[config.mk]
export PLATFORM = sky130hd
export DESIGN_NAME = if_fetch_req_ctrl_flat
export DESIGN_NICKNAME = d
export VERILOG_FILES = /design/src/rtl/if_fetch_req_ctrl_if.sv /design/src/rtl/if_fetch_req_ctrl.sv /design/src/flat_wrapper.sv
export SDC_FILE = /design/constraint.sdc
export NUM_CORES = 1
export LEC_CHECK = 0
export ABC_AREA = 0
export BUFFER_PORTS_ARGS = -buffer_cell sky130_fd_sc_hd__buf_2
export CORE_MARGIN = 5
export CORE_UTILIZATION = 46
export CTS_BUF_LIST = sky130_fd_sc_hd__clkbuf_2
export DETAILED_ROUTE_END_ITERATION = 10
export PLACE_DENSITY_LB_ADDON = 0.05
export SLEW_MARGIN = 20
export SYNTH_ARGS = -nofsm -noshare
export SYNTH_HDL_FRONTEND = slang
export SYNTH_SLANG_ARGS = --single-unit
[constraint.sdc]
create_clock -name clk -period 3.9 [get_ports clk]
set_input_delay 0.195 -clock clk [delete_from_list [all_inputs] [get_ports clk]]
set_output_delay 0.195 -clock clk [all_outputs]
set_load 0.03 [all_outputs]
[src/rtl/if_fetch_req_ctrl_if.sv]
// SRAM-like instruction bus between the fetch request controller (master)
// and the instruction memory (slave): req/addr_ok/data_ok handshake.
interface if_fetch_req_ctrl_if #(
  parameter int ADDR_W = 32,
  parameter int DATA_W = 32
);
  logic              inst_req;
  logic              inst_wr;
  logic [1:0]        inst_size;
  logic [ADDR_W-1:0] inst_addr;
  logic [3:0]        inst_wstrb;
  logic [DATA_W-1:0] inst_wdata;
  logic              inst_addr_ok;
  logic              inst_data_ok;
  logic [DATA_W-1:0] inst_rdata;

  modport master (
    output inst_req, inst_wr, inst_size, inst_addr, inst_wstrb, inst_wdata,
    input  inst_addr_ok, inst_data_ok, inst_rdata
  );

  modport slave (
    input  inst_req, inst_wr, inst_size, inst_addr, inst_wstrb, inst_wdata,
    output inst_addr_ok, inst_data_ok, inst_rdata
  );
endinterface

[src/rtl/if_fetch_req_ctrl.sv]
// IF-stage fetch request controller: one outstanding instruction read, a
// single-entry return buffer toward decode, stale-response discard on flush.
module if_fetch_req_ctrl #(
  parameter int         ADDR_W    = 32,
  parameter int         DATA_W    = 32,
  parameter logic [1:0] INST_SIZE = 2'd2
) (
  input  logic              clk,
  input  logic              reset,
  input  logic              fs_pc_valid,
  input  logic [ADDR_W-1:0] fs_pc,
  output logic              fs_pc_ready,
  input  logic              flush,
  input  logic              ds_allow_in,
  output logic              fs_inst_valid,
  output logic [DATA_W-1:0] fs_inst,
  output logic [ADDR_W-1:0] fs_inst_pc,
  output logic              fs_inst_ex,
  if_fetch_req_ctrl_if.master bus
);

  typedef enum logic [1:0] {
    S_IDLE = 2'd0,
    S_REQ  = 2'd1,
    S_WAIT = 2'd2
  } state_t;

  state_t            state;
  state_t            state_nxt;
  logic              buf_valid;
  logic [DATA_W-1:0] buf_inst;
  logic [ADDR_W-1:0] buf_pc;
  logic              buf_ex;
  logic              discard;
  logic [ADDR_W-1:0] req_pc;

  logic accept;
  logic misaligned;
  logic data_take;

  // Reset gates ready so nothing looks accepted while the block is held in reset.
  always_comb begin
    fs_pc_ready = 1'b0;
    accept      = 1'b0;
    misaligned  = 1'b0;
    data_take   = 1'b0;
    fs_pc_ready = !reset && (state == S_IDLE) && !flush && (!buf_valid || ds_allow_in);
    accept      = fs_pc_valid && fs_pc_ready;
    misaligned  = accept && (fs_pc[1:0] != 2'b00);
    data_take   = (state == S_WAIT) && bus.inst_data_ok && !discard && !flush;
  end

  always_comb begin
    state_nxt = state;
    case (state)
      S_IDLE:  if (accept && !misaligned) state_nxt = S_REQ;
      S_REQ:   if (bus.inst_addr_ok)      state_nxt = S_WAIT;
      S_WAIT:  if (bus.inst_data_ok)      state_nxt = S_IDLE;
      default: state_nxt = S_IDLE;
    endcase
  end

  always_ff @(posedge clk or posedge reset) begin
    if (reset) begin
      state  <= S_IDLE;
      req_pc <= '0;
    end else begin
      state <= state_nxt;
      if (accept) req_pc <= fs_pc;
    end
  end

  // A request already on the bus cannot be withdrawn, so a flush only marks
  // its eventual response for dropping; data_ok in the flush cycle drops it directly.
  always_ff @(posedge clk or posedge reset) begin
    if (reset) begin
      discard <= 1'b0;
    end else if (state == S_REQ) begin
      if (flush) discard <= 1'b1;
    end else if (state == S_WAIT) begin
      if (bus.inst_data_ok) discard <= 1'b0;
      else if (flush)       discard <= 1'b1;
    end
  end

  // Return buffer: flush wins, then a fill (bus data or ADEF), then drain.
  always_ff @(posedge clk or posedge reset) begin
    if (reset) begin
      buf_valid <= 1'b0;
      buf_inst  <= '0;
      buf_pc    <= '0;
      buf_ex    <= 1'b0;
    end else if (flush) begin
      buf_valid <= 1'b0;
    end else if (data_take) begin
      buf_valid <= 1'b1;
      buf_inst  <= bus.inst_rdata;
      buf_pc    <= req_pc;
      buf_ex    <= 1'b0;
    end else if (misaligned) begin
      buf_valid <= 1'b1;
      buf_inst  <= '0;
      buf_pc    <= fs_pc;
      buf_ex    <= 1'b1;
    end else if (buf_valid && ds_allow_in) begin
      buf_valid <= 1'b0;
    end
  end

  assign fs_inst_valid  = buf_valid;
  assign fs_inst        = buf_inst;
  assign fs_inst_pc     = buf_pc;
  assign fs_inst_ex     = buf_ex;

  assign bus.inst_req   = (state == S_REQ);
  assign bus.inst_addr  = req_pc;
  assign bus.inst_wr    = 1'b0;
  assign bus.inst_size  = INST_SIZE;
  assign bus.inst_wstrb = 4'b0000;
  assign bus.inst_wdata = '0;

endmodule

[src/flat_wrapper.sv]
// flat-port wrapper written by rule: the top's interface ports become plain ports
module if_fetch_req_ctrl_flat 
#(
  parameter int         ADDR_W    = 32,
  parameter int         DATA_W    = 32,
  parameter logic [1:0] INST_SIZE = 2'd2
)
  (clk, reset, fs_pc_valid, fs_pc, fs_pc_ready, flush, ds_allow_in, fs_inst_valid, fs_inst, fs_inst_pc, fs_inst_ex, bus_inst_req, bus_inst_wr, bus_inst_size, bus_inst_addr, bus_inst_wstrb, bus_inst_wdata, bus_inst_addr_ok, bus_inst_data_ok, bus_inst_rdata);
  if_fetch_req_ctrl_if #(.ADDR_W(ADDR_W), .DATA_W(DATA_W)) bus_i ();
  input  logic clk;
  input  logic reset;
  input  logic fs_pc_valid;
  input  logic [ADDR_W-1:0] fs_pc;
  output logic fs_pc_ready;
  input  logic flush;
  input  logic ds_allow_in;
  output logic fs_inst_valid;
  output logic [DATA_W-1:0] fs_inst;
  output logic [ADDR_W-1:0] fs_inst_pc;
  output logic fs_inst_ex;
  output wire logic [$bits(bus_i.inst_req)-1:0] bus_inst_req;
  output wire logic [$bits(bus_i.inst_wr)-1:0] bus_inst_wr;
  output wire logic [$bits(bus_i.inst_size)-1:0] bus_inst_size;
  output wire logic [$bits(bus_i.inst_addr)-1:0] bus_inst_addr;
  output wire logic [$bits(bus_i.inst_wstrb)-1:0] bus_inst_wstrb;
  output wire logic [$bits(bus_i.inst_wdata)-1:0] bus_inst_wdata;
  input wire logic [$bits(bus_i.inst_addr_ok)-1:0] bus_inst_addr_ok;
  input wire logic [$bits(bus_i.inst_data_ok)-1:0] bus_inst_data_ok;
  input wire logic [$bits(bus_i.inst_rdata)-1:0] bus_inst_rdata;
  assign bus_inst_req = bus_i.inst_req;
  assign bus_inst_wr = bus_i.inst_wr;
  assign bus_inst_size = bus_i.inst_size;
  assign bus_inst_addr = bus_i.inst_addr;
  assign bus_inst_wstrb = bus_i.inst_wstrb;
  assign bus_inst_wdata = bus_i.inst_wdata;
  assign bus_i.inst_addr_ok = bus_inst_addr_ok;
  assign bus_i.inst_data_ok = bus_inst_data_ok;
  assign bus_i.inst_rdata = bus_inst_rdata;
  if_fetch_req_ctrl #(.ADDR_W(ADDR_W), .DATA_W(DATA_W), .INST_SIZE(INST_SIZE)) u_core (.clk(clk), .reset(reset), .fs_pc_valid(fs_pc_valid), .fs_pc(fs_pc), .fs_pc_ready(fs_pc_ready), .flush(flush), .ds_allow_in(ds_allow_in), .fs_inst_valid(fs_inst_valid), .fs_inst(fs_inst), .fs_inst_pc(fs_inst_pc), .fs_inst_ex(fs_inst_ex), .bus(bus_i));
endmodule
# Word-level counts from Yosys, hierarchy flattened
# Cells that the tools add are included.
# word_totals
word_cells,54
regBits,101
input_bits,71
out_inout_bits,139
# classes
reduce_logical,23
n_bitwise,1
n_eq_ne,5
mux,18
# ops
op,count
32-bit two-way mux,4
1-bit logical AND,10
1-bit two-way mux,10
2-bit two-way mux,3
2-bit one-hot mux with 3 select lines,1
2-bit nonzero test,3
1-bit zero test,5
2-bit != test (second input constant),2
4-bit nonzero test,1
3-bit AND reduction,1
2-bit by 1-bit equality test with 1-bit output (second input constant),1
2-bit equality test (second input constant),1
2-bit zero test,1
2-bit by 1-bit != test with 1-bit output (second input constant),1
2-bit AND reduction,1
1-bit logical OR,1
1-bit NOT,1

# Logic depth before layout (Yosys ltp)
# Gate-level depths: netlist of run 1.
# logic_depth
ltp_word,10
depth_mapped,8
mapped_depth_nobuf,6

# Least setup slack after synthesis of run 1
# No wires, ideal clock.
# synth_path
path_type,reg-to-reg
startpoint,register u_core.buf_valid (netlist: u_core.fs_inst_valid)
endpoint,register u_core.req_pc[24] (netlist: u_core.bus.inst_addr[24])
setup_slack_ps,2054
setup_ps,128
required_time_ps,3772
n_path_buf,1
arrival_ps,1719
synth_period_minus_slack_ps,1846
stages_incl_launch_ff,6
path_cell_list,dfrtp_1 > nand2b_1 > and3_1 > nand2_1 > buf_2 > mux2_1
# synth_between
elab_chain_len,4
# synth_rtl
element,line_no,text
from (decl),if_fetch_req_ctrl.sv:30,logic buf_valid;
from (signal assigned),if_fetch_req_ctrl.sv:89,buf_valid <= 1'b0;
from (signal assigned),if_fetch_req_ctrl.sv:94,buf_valid <= 1'b0;
from (signal assigned),if_fetch_req_ctrl.sv:96,buf_valid <= 1'b1;
1-bit zero test,if_fetch_req_ctrl.sv:47,fs_pc_ready = !reset && (state == S_IDLE) && !flush && (!buf_valid || ds_allow_in);
1-bit logical OR,if_fetch_req_ctrl.sv:47,
1-bit logical AND,if_fetch_req_ctrl.sv:47,
net fs_pc_ready,flat_wrapper.sv:14,output logic fs_pc_ready;
1-bit logical AND,if_fetch_req_ctrl.sv:48,accept = fs_pc_valid && fs_pc_ready;
to (signal assigned),if_fetch_req_ctrl.sv:69,if (accept) req_pc <= fs_pc;
to (decl),if_fetch_req_ctrl.sv:35,logic [ADDR_W-1:0] req_pc;
# The timed path passes the listed nets, and every way through them passes these cells.
# A chain may end at the register's enable or synchronous reset.

# Worst setup path after layout of run 1
# layout_path
startpoint,register u_core.state[0]
endpoint,register u_core.buf_inst[26] (netlist: u_core.fs_inst[26])
# layout_between
elab_chain_len,8
elab_cells_between_ends,13
cone_classes,1 x eq/ne; 1 x mux; 11 x reduce/logical
# layout_rtl
element,line_no,text
from (decl),if_fetch_req_ctrl.sv:28,state_t state;
from (signal assigned),if_fetch_req_ctrl.sv:68,state <= state_nxt;
2-bit zero test,if_fetch_req_ctrl.sv:47,
1-bit logical AND (3 in series),if_fetch_req_ctrl.sv:47,
1-bit logical AND,if_fetch_req_ctrl.sv:48,
1-bit logical AND,if_fetch_req_ctrl.sv:49,misaligned = accept && (fs_pc[1:0] != 2'b00);
2-bit nonzero test (no source line),n/a,
2-bit AND reduction (no source line),n/a,
to (signal assigned),if_fetch_req_ctrl.sv:97,buf_inst <= bus.inst_rdata;
to (decl),if_fetch_req_ctrl.sv:31,logic [DATA_W-1:0] buf_inst;
# Several ways; a longest one is shown, not always the timed one.

==> results of run 1 <==
kinds of logic after synthesis:
family / count (synthesis) / synth area share [%]
AOI/OAI and AO/OA: 40 / 5.77
adders and majority gates: 4 / 1.11
buffers and inverters: 71 / 9.96
DFF: 101 / 56.0
muxes: 32 / 7.96
other: 2 / 0.167
and+or+nand+nor: 207 / 19.0
state kept, by name, summed over array words and instances (netlist names):
| signal | count |
|---|---|
| u_core.bus.inst_addr | 32 |
| u_core.fs_inst | 32 |
| u_core.fs_inst_pc | 32 |
| u_core.state | 2 |
| u_core.discard | 1 |
| u_core.fs_inst_ex | 1 |
| u_core.fs_inst_valid | 1 |
per-stage QoR:
step | std cells | setup WS [ps] | utilization [%] | hold WS (ps)
final | 817 | 1340 | 62.5 | 67.0
after global routing | 817 | 1130 | 62.5 | 47.6
after CTS | 817 | 1320 | 62.5 | 29.5
after detailed placement | 736 | 1390 | 54.7 | 388
after global placement | 736 | 1460 | 54.7 | 382
after floorplan | 494 | 1060 | - | 292
cells in the mapped netlist:
| cell type | count |
|---|---|
| mux2i_1 | 1 |
| or4b_1 | 1 |
| nor2_2 | 1 |
| a21bo_2 | 2 |
| nand2b_1 | 1 |
| clkbuf_1 | 15 |
| conb_1 | 2 |
| nand4_1 | 1 |
| a21o_1 | 1 |
| inv_1 | 5 |
| buf_4 | 39 |
| buf_6 | 4 |
| nand2_1 | 128 |
| dfrtp_1 | 101 |
| and3_1 | 4 |
| nor4b_2 | 1 |
| ha_1 | 4 |
| mux2_1 | 1 |
| mux2_2 | 30 |
| a31oi_1 | 33 |
| nand3_1 | 35 |
| buf_1 | 3 |
| o22ai_1 | 1 |
| nor2_1 | 35 |
| buf_2 | 5 |
| a21oi_1 | 2 |
| o211a_1 | 1 |
critical path: cells and delay by family, from the launching register on:
kind / cells / cell delay [ps]
AND/OR/NAND/NOR: 3 / 890
buffers and inverters: 2 / 640
flip-flops: 1 / 460
adder cells (fa/ha/maj): 1 / 230
AO/OA/AOI/OAI: 1 / 190
layout make-up:
| cell class | instances | area [µm²] |
|---|---|---|
| Fill cell | 842 | 3630 |
| Sequential cell | 101 | 2530 |
| Multi-Input combinational cell | 322 | 1690 |
| Timing Repair Buffer | 241 | 1550 |
| Tap cell | 133 | 166 |
| Clock inverter | 5 | 52.6 |
| Clock buffer | 10 | 50.0 |
| Inverter | 5 | 21.3 |
power groups by stage:
stage                     combinational, mW  sequential, mW  clock, mW
after floorplan                       0.712            2.83          0
after global placement                 2.37            1.87          0
after detailed placement               2.41            1.88          0
after CTS                              2.47            1.86      0.494
after global routing                   2.62            1.93      0.537
final                                  2.45            1.86      0.474
routing by layer:
layer	part of all wire, %	wire (µm)	GRT usage (%)
met5	0	0	0
met4	1.1	136	5.50
met3	8.3	991	5.39
met2	48	5790	32.2
met1	42	5020	25.9
worst paths after layout:
path / slack (ps) / startpoint / cells after the start / endpoint
worst max-delay path: 1340 / u_core.state[0]$_DFFE_PP0P_ / 7 / u_core.fs_inst[26]$_DFFE_PP0P_
worst min-delay path: 70 / bus_inst_addr_ok / 4 / u_core.state[1]$_DFFE_PP0P_
worst max register to register: 1340 / u_core.state[0]$_DFFE_PP0P_ / 7 / u_core.fs_inst[26]$_DFFE_PP0P_
worst min register to register: 520 / u_core.fs_inst_ex$_DFFE_PP0P_ / 2 / u_core.fs_inst_ex$_DFFE_PP0P_
max in group asynchronous: 2560 / reset / 4 / u_core.fs_inst_pc[2]$_DFFE_PP0P_
min in group asynchronous: 380 / reset / 3 / u_core.discard$_DFFE_PP0P_
==> metrics.txt, run 1 <==
RSZ-0062 raised after global routing=no; Post-CTS Setup Bufs=0; syn avg cell area=9.87 µm²; Chip Width=109 µm; Die H=109 µm; register share of total power=38.8%; commonest non-fill, non-tap cells in the layout=buf_2 (170), nand2_1 (128), dfrtp_1 (101); Critical-path top delay cell=nand3_2; total power=4.78 mW; first-pass GRT wire length=18,500 µm; Final Skew=44.5 ps; fin crit period=2560 ps; NumNets Final=755; Synth area leaders=dfrtp_1 (56%), nand2_1 (11%), mux2_2 (7.5%); worst path required time=4300 ps; post-cts resize count=0; final hold vios=0; Core Area=0.00968 mm²; relative slew slack=32.1%; antenna violations before repair=0; Placer Congestion=0.718; commonest non-fill, non-tap cell in the layout=buf_2; clk buf depth=2; DP Wirelength=7620 µm; row cnt=36; Synth cell types=27; Initial Utilization=46.6%; Comb pwr share=51.3%; worst slew pin tran=1020 ps; clock tree from TritonCTS=yes; critical path arrival=2960 ps; Mapped Area=0.00451 mm²; worst vdd ir=0.497 mV; Area growth syn-to-layout=34.3%; Clk pwr share=9.9%; placed cell area=0.00529 mm²; DR iter-0 viols=146; Static Leakage=3.29 nW; Worst-path clk slew=270 ps; Seq cells post-synth=101; Die Area=0.0119 mm²; Max H-tree Level=3; max-cap violation count=0; sw power=2.32 mW; Internal=2.47 mW; port bufs=170; vias per cell=4.76; largest net degree at the start of global routing=98; sequential area share after synthesis=56.0%; Critical Path Fanout Max=42; number of routed nets with antenna violations=0; Worst setup SP type=flop; Clock Tree Root=clkbuf_2; PwrDens=790 mW/mm²; Hold-fix buffers, CTS=66; design area=0.00606 mm²; via count=3,887; total grt overflow=0; post-route setup TNS=0 ps; vias in the first global route=3,749; total track usage=19.7%; synthesized instance count=457; DRC Markers=0; Final setup viols=0; outcome=finished, final reports clean; YS warnings=0; Final Max Slew Viols=0; hold crit path type=in -> reg; clock buffer count from CTS=9; CP Cell Sequence=inv_1 -> ha_1 -> o211a_1 -> nand3_2 -> buf_4 -> nand3_1 -> nand2_1; Yosys top cell area share=56.0%; critical path class=reg -> reg; Worst setup EP type=flop; achievable frequency=0.390 GHz; DR pass1 iterations=4; layout cell share with drive strength beyond 1=33.0%; Clk Latency, worst-skew pair=520 ps; max incr delay on CP=690 ps; clk sink count=101; final wirelength=11,900 µm; I/O Pins=210; Sw Share=48.5%; leading area contributor after synthesis=dfrtp_1; # diodes=0; final worst-path cycle share=65.7%; wire length per cell=14.6 µm
No activity file was read; power rests on OpenSTA's default activity.
==> run 2: changes to the inputs <==
==> constraint.sdc (replaced) <==
create_clock -name clk -period 2.65 [get_ports clk]
set_input_delay 0.1325 -clock clk [delete_from_list [all_inputs] [get_ports clk]]
set_output_delay 0.1325 -clock clk [all_outputs]
set_load 0.03 [all_outputs]
==> run 2 against run 1 <==
  * Count of clock-buffer cells in the layout shrank 1
  * Sequential power rose by 47%
  * Setup slack worse by 930 ps
  * Clock skew is 15 ps lower
  * Core utilization is 0.32 points higher
  * Critical path depth shrank 1
  * Sequential share of layout area down 0.21 points
  * Global-route usage is 1.2 points higher
  * Die area unchanged
  * Worst hold slack got worse by 2.5 ps
==> metrics.txt, run 2 (synthesis gave the netlist of run 1 again) <==
DR pass1 iterations=4 (unchanged); Final setup viols=0 (unchanged); placed cell area=0.00533 mm² (was 0.00529 mm²); worst slew pin tran=1030 ps (was 1020 ps); critical path arrival=2640 ps (was 2960 ps); Die H=109 µm (unchanged); Worst-path clk slew=240 ps (was 270 ps); total grt overflow=0 (unchanged); clk buf depth=2 (unchanged); layout cell share with drive strength beyond 1=32.9% (was 33.0%); final wirelength=12,300 µm (was 11,900 µm); CP Cell Sequence=inv_1 -> ha_1 -> inv_1 -> or4b_4 -> nor2_1 -> a31oi_1 (was inv_1 -> ha_1 -> o211a_1 -> nand3_2 -> buf_4 -> nand3_1 -> nand2_1); port bufs=170 (unchanged); post-cts resize count=0 (unchanged); commonest non-fill, non-tap cell in the layout=buf_2 (unchanged); clock tree from TritonCTS=yes (unchanged); Initial Utilization=46.6% (unchanged); hold crit path type=in -> reg (unchanged); CP top delay family=simple AND/OR/NAND/NOR gates (unchanged); vias in the first global route=3,943 (was 3,749); DP Wirelength=7830 µm (was 7620 µm); Placement Setup Slack=469 ps (was 1390 ps); I/O Pins=210 (unchanged); critical path class=reg -> reg (unchanged); Worst setup SP type=flop (unchanged); vias per cell=4.84 (was 4.76); RSZ-0062 raised after global routing=no (unchanged); total track usage=20.9% (was 19.7%); min-delay src=fs_pc[0] (was bus_inst_addr_ok); Clk Latency, worst-skew pair=540 ps (was 520 ps); Worst R2R Start=u_core.state[0]$_DFFE_PP0P_ (unchanged); Chip Width=109 µm (unchanged); clk sink count=101 (unchanged); Area growth syn-to-layout=35.0% (was 34.3%); worst hold slack=64.5 ps (was 67.0 ps); max-cap violation count=0 (unchanged); Worst setup EP type=flop (unchanged); via count=3,982 (was 3,887); Max H-tree Level=3 (unchanged); Final Max Slew Viols=0 (unchanged); DRC Markers=0 (unchanged); Core Area=0.00968 mm² (unchanged); Die Area=0.0119 mm² (unchanged); antenna violations before repair=0 (unchanged); final hold vios=0 (unchanged); largest net degree at the start of global routing=98 (unchanged); crit-path most repeated cell=inv_1; Clock Tree Root=clkbuf_2 (unchanged); reg2reg path depth=6 (was 7); Buf/Inv on CP=2 (unchanged); worst vdd ir=0.573 mV (was 0.497 mV); Final Skew=29.5 ps (was 44.5 ps); Post-CTS Setup Bufs=0 (unchanged); Hold Crit Depth=5 (was 4); Placer Congestion=0.810 (was 0.718); final worst slack=405 ps (was 1340 ps); achievable frequency=0.446 GHz (was 0.390 GHz); commonest non-fill, non-tap cells in the layout=buf_2 (170), nand2_1 (128), dfrtp_1 (101) (unchanged); design area=0.00609 mm² (was 0.00606 mm²); Crit path depth=6 (was 7); worst path required time=3050 ps (was 4300 ps); DR iter-0 viols=215 (was 146); # diodes=0 (unchanged); number of routed nets with antenna violations=0 (unchanged); first-pass GRT wire length=19,600 µm (was 18,500 µm); Critical-path top delay cell=or4b_4 (was nand3_2); post-route setup TNS=0 ps (unchanged); total power=6.97 mW (was 4.78 mW); wire length per cell=15.0 µm (was 14.6 µm); PwrDens=1140 mW/mm² (was 790 mW/mm²); final worst-path cycle share=84.7% (was 65.7%); NumNets Final=760 (was 755); outcome=finished, final reports clean (unchanged); max incr delay on CP=920 ps (was 690 ps); clock buffer count from CTS=9 (unchanged); Critical Path Fanout Max=97 (was 42); relative slew slack=31.6% (was 32.1%); Crit. Startpoint=u_core.state[0]$_DFFE_PP0P_ (unchanged); Static Leakage=3.29 nW (about the same); row cnt=36 (unchanged); fin crit period=2240 ps (was 2560 ps)
==> run 2: changes by cell type in the layout (fill, tap and decap cells not counted) <==
cell,delta
clkbuf_2,-1
buf_12,+1
clkinvlp_4,+2
inv_4,-1
dlygate4sd3_1,+2
buf_4,+2
bufinv_16,-1
clkinv_4,-1
clkinv_1,+3
==> run 2: power by group <==
group	internal [mW]	switching, mW	leakage, nW	total (mW)
Sequential	2.27	0.464	1.27	2.74
Combinational	1.15	2.47	1.98	3.62
Clock	0.108	0.497	0.0516	0.605
Total	3.53	3.43	3.29	6.97
==> run 2: layout make-up <==
class	instances	area (µm²)
fill	815	3600
sequential	101	2530
multi-input combinational	322	1690
timing repair buffer	246	1600
tap	133	166
clock buffer	9	45.0
clock inverter	7	32.5
inverter	5	22.5
==> run 2: worst paths after layout <==
check	to	slack (ps)
max	u_core.fs_inst_pc[14]$_DFFE_PP0P_	410
min	u_core.state[1]$_DFFE_PP0P_	60
max reg2reg	u_core.fs_inst_pc[14]$_DFFE_PP0P_	410
min reg2reg	u_core.fs_inst[6]$_DFFE_PP0P_	520
max in group asynchronous	u_core.fs_inst[8]$_DFFE_PP0P_	1570
min in group asynchronous	u_core.fs_inst[31]$_DFFE_PP0P_	230
==> run 2: worst register-to-register path, delay by kind of cell (launching register included) <==
kind                     cells  cell delay (ps)
buffers and inverters        2              190
adder cells (fa/ha/maj)      1              150
flip-flops                   1              450
AND/OR/NAND/NOR              2             1260
AO/OA/AOI/OAI                1               60
==> run 2: metrics by stage <==
| stage | utilization [%] | std cells |
|---|---|---|
| 5_1_grt | 62.9 | 823 |
| 6_report | 62.9 | 823 |
| 4_1_cts | 62.9 | 823 |
| 3_3_place_gp | 55.0 | 739 |
| 3_5_place_dp | 55.0 | 739 |
| 2_1_floorplan | - | 494 |
==> run 2: timing repair <==
| action | in CTS | in global routing |
|---|---|---|
| endpoints found under the setup margin | 0 | 0 |
| hold endpoints to repair | 124 | 0 |
| hold buffers | 68 | 0 |
==> run 2: metal layers <==
layer	vias up	part of all wire, %	GRT usage (%)
met5	-	0	0
li1	1883	-	-
met3	23	8.1	5.21
met4	0	2.2	8.03
met2	165	47	32.5
met1	1911	43	28.3
==> run 3: changes to the inputs <==
--- a/config.mk
+++ b/config.mk
@@ -8,7 +8,7 @@
 export ABC_AREA = 0
 export BUFFER_PORTS_ARGS = -buffer_cell sky130_fd_sc_hd__buf_2
 export CORE_MARGIN = 5
-export CORE_UTILIZATION = 46
+export CORE_UTILIZATION = 44
 export CTS_BUF_LIST = sky130_fd_sc_hd__clkbuf_2
 export DETAILED_ROUTE_END_ITERATION = 10
 export PLACE_DENSITY_LB_ADDON = 0.05
==> constraint.sdc (replaced) <==
create_clock -name clk -period 2 [get_ports clk]
set_input_delay 0.1 -clock clk [delete_from_list [all_inputs] [get_ports clk]]
set_output_delay 0.1 -clock clk [all_outputs]
set_load 0.03 [all_outputs]
==> run 3 against run 2 <==
  * Fmax grew 17%
  * Critical path depth grew 1
  * Worst hold slack gained 140 ps
  * Clock power grew 70%
  * Critical path type unchanged
  * Largest power group unchanged
==> metrics.txt, run 3 (synthesis gave the netlist of run 1 again) <==
outcome=finished, final reports clean (unchanged); DR pass1 iterations=5 (was 4); NumNets Final=765 (was 760); Worst-path clk slew=320 ps (was 240 ps); worst vdd ir=0.785 mV (was 0.573 mV); relative slew slack=63.9% (was 31.6%); commonest non-fill, non-tap cell in the layout=buf_2 (unchanged); commonest non-fill, non-tap cells in the layout=buf_2 (170), nand2_1 (128), dfrtp_1 (101) (unchanged); number of routed nets with antenna violations=0 (unchanged); number of fill cells=827 (was 815); Die H=111 µm (was 109 µm); largest net degree at the start of global routing=102 (was 98); Max H-tree Level=3 (unchanged); placed cell area=0.00541 mm² (was 0.00533 mm²); layout cell share with drive strength beyond 1=33.7% (was 32.9%); Worst setup EP type=flop (unchanged); Placed Cells incl. Taps=744 (was 739); achievable frequency=0.521 GHz (was 0.446 GHz); Final setup viols=0 (unchanged); Placement Setup Slack=137 ps (was 469 ps); Placer Congestion=0.754 (was 0.810); final hold vios=0 (unchanged); DP Wirelength=7850 µm (was 7830 µm); via count=3,961 (was 3,982); reg2reg path depth=7 (was 6); worst path required time=2420 ps (was 3050 ps); antenna violations before repair=0 (unchanged); critical path class=reg -> reg (unchanged); vias in the first global route=4,044 (was 3,943); clock buffer count from CTS=9 (unchanged); Post-CTS Setup Bufs=0 (unchanged); Final Skew=35.3 ps (was 29.5 ps); PwrDens=1510 mW/mm² (was 1140 mW/mm²); non-filler cells, final=831 (was 823); fin crit period=1920 ps (was 2240 ps); RSZ-0062 raised after global routing=no (unchanged); area of the multi-input gates=0.00169 mm² (unchanged); worst slew pin tran=541 ps (was 1030 ps); Area growth syn-to-layout=39.0% (was 35.0%); wire length per cell=14.8 µm (was 15.0 µm); final worst-path cycle share=95.9% (was 84.7%); clk sink count=101 (unchanged); critical path arrival=2340 ps (was 2640 ps); Worst setup SP type=flop (unchanged); Critical Path Fanout Max=40 (was 97); clk buf depth=2 (unchanged); Static Leakage=3.38 nW (was 3.29 nW); post-route setup TNS=0 ps (unchanged); max-cap violation count=0 (unchanged); clock tree from TritonCTS=yes (unchanged); Core Area=0.0101 mm² (was 0.00968 mm²); Storage cell area=0.00253 mm² (unchanged); port bufs=170 (unchanged); Clock Tree Root=clkbuf_2 (unchanged); design area=0.00627 mm² (was 0.00609 mm²); # diodes=0 (unchanged); vias per cell=4.77 (was 4.84); DR iter-0 viols=174 (was 215); total track usage=19.1% (was 20.9%); Initial Utilization=44.5% (was 46.6%); hold crit path type=in -> async (was in -> reg); DRC Markers=0 (unchanged); Chip Width=111 µm (was 109 µm); Die Area=0.0124 mm² (was 0.0119 mm²); Final Max Slew Viols=0 (unchanged); row cnt=37 (was 36); first-pass GRT wire length=19,600 µm (about the same); total grt overflow=0 (unchanged); final worst slack=81.8 ps (was 405 ps); I/O Pins=210 (unchanged); final wirelength=12,300 µm (about the same); Clk Latency, worst-skew pair=550 ps (was 540 ps); FF-to-FF setup slack=80 ps (was 410 ps); reg2reg end=u_core.fs_inst_pc[28]$_DFFE_PP0P_ (was u_core.fs_inst_pc[14]$_DFFE_PP0P_); Worst R2R Start=u_core.state[0]$_DFFE_PP0P_ (unchanged)
[run 3: cell types whose count changed in the layout (fill, tap and decap cells not counted), moves of 2 or more]
cell and delta:
clkinv_1 -4, buf_4 -3, dlygate4sd3_1 +2, inv_6 +4, buf_12 +4
[run 3: layout make-up]
| cell class | instances | area share, % |
|---|---|---|
| Clock inverter | 7 | 1.26 |
| Tap cell | 136 | 2.72 |
| Inverter | 5 | 0.359 |
| Multi-Input combinational cell | 322 | 27.0 |
| Timing Repair Buffer | 251 | 27.7 |
| Sequential cell | 101 | 40.3 |
| Clock buffer | 9 | 0.719 |
[run 3: per-layer routing]
metal,vias up,GRT usage [%],routed length [µm]
li1,1894,-,-
met1,1886,23.6,5210
met2,166,31.9,5880
met3,15,6.06,1050
met4,0,5.92,180
met5,-,0,0
[run 3: what timing repair did]
item / CTS / global route
gates resized for setup: 0 / 1
hold buffers: 70 / 0
endpoints found under the hold margin: 198 / 0
endpoints found under the setup margin: 0 / 2
[run 3: worst max-delay path, cell delays in order, from the launching register on]
cell and delay (ps):
dfrtp_1 460, inv_1 110, ha_1 150, inv_1 80
or4b_4 610, buf_16 210, nor2_1 110, a31oi_1 50
[run 3: worst max path at each step]
stage                                startpoint                              endpoint  cells after the start
2_1_floorplan  u_core.fs_inst_valid$_DFFE_PP0P_  u_core.bus.inst_addr[24]$_DFFE_PP0P_                      5
3_3_place_gp        u_core.state[0]$_DFFE_PP0P_     u_core.fs_inst_pc[19]$_DFFE_PP0P_                      7
3_5_place_dp        u_core.state[0]$_DFFE_PP0P_     u_core.fs_inst_pc[21]$_DFFE_PP0P_                      7
4_1_cts             u_core.state[1]$_DFFE_PP0P_                           fs_pc_ready                      4
5_1_grt             u_core.state[0]$_DFFE_PP0P_     u_core.fs_inst_pc[28]$_DFFE_PP0P_                      7
6_report            u_core.state[0]$_DFFE_PP0P_     u_core.fs_inst_pc[28]$_DFFE_PP0P_                      7
[run 3: stage by stage]
step                      util (%)  power [mW]  hold WS, ps
after floorplan                  -        6.91          197
after global placement        53.4        8.31          290
after detailed placement      53.4        8.40          293
after CTS                     61.5        9.54          171
after global routing          61.8        10.1          191
final                         61.8        9.47          201
[run 3: report_power, final]
| part | switching (mW) | total, mW | internal, mW | leakage (nW) |
|---|---|---|---|---|
| Clock | 0.722 | 1.03 | 0.310 | 0.0777 |
| Sequential | 0.608 | 3.62 | 3.01 | 1.27 |
| Combinational | 3.27 | 4.81 | 1.54 | 2.03 |
| Total | 4.60 | 9.47 | 4.87 | 3.38 |
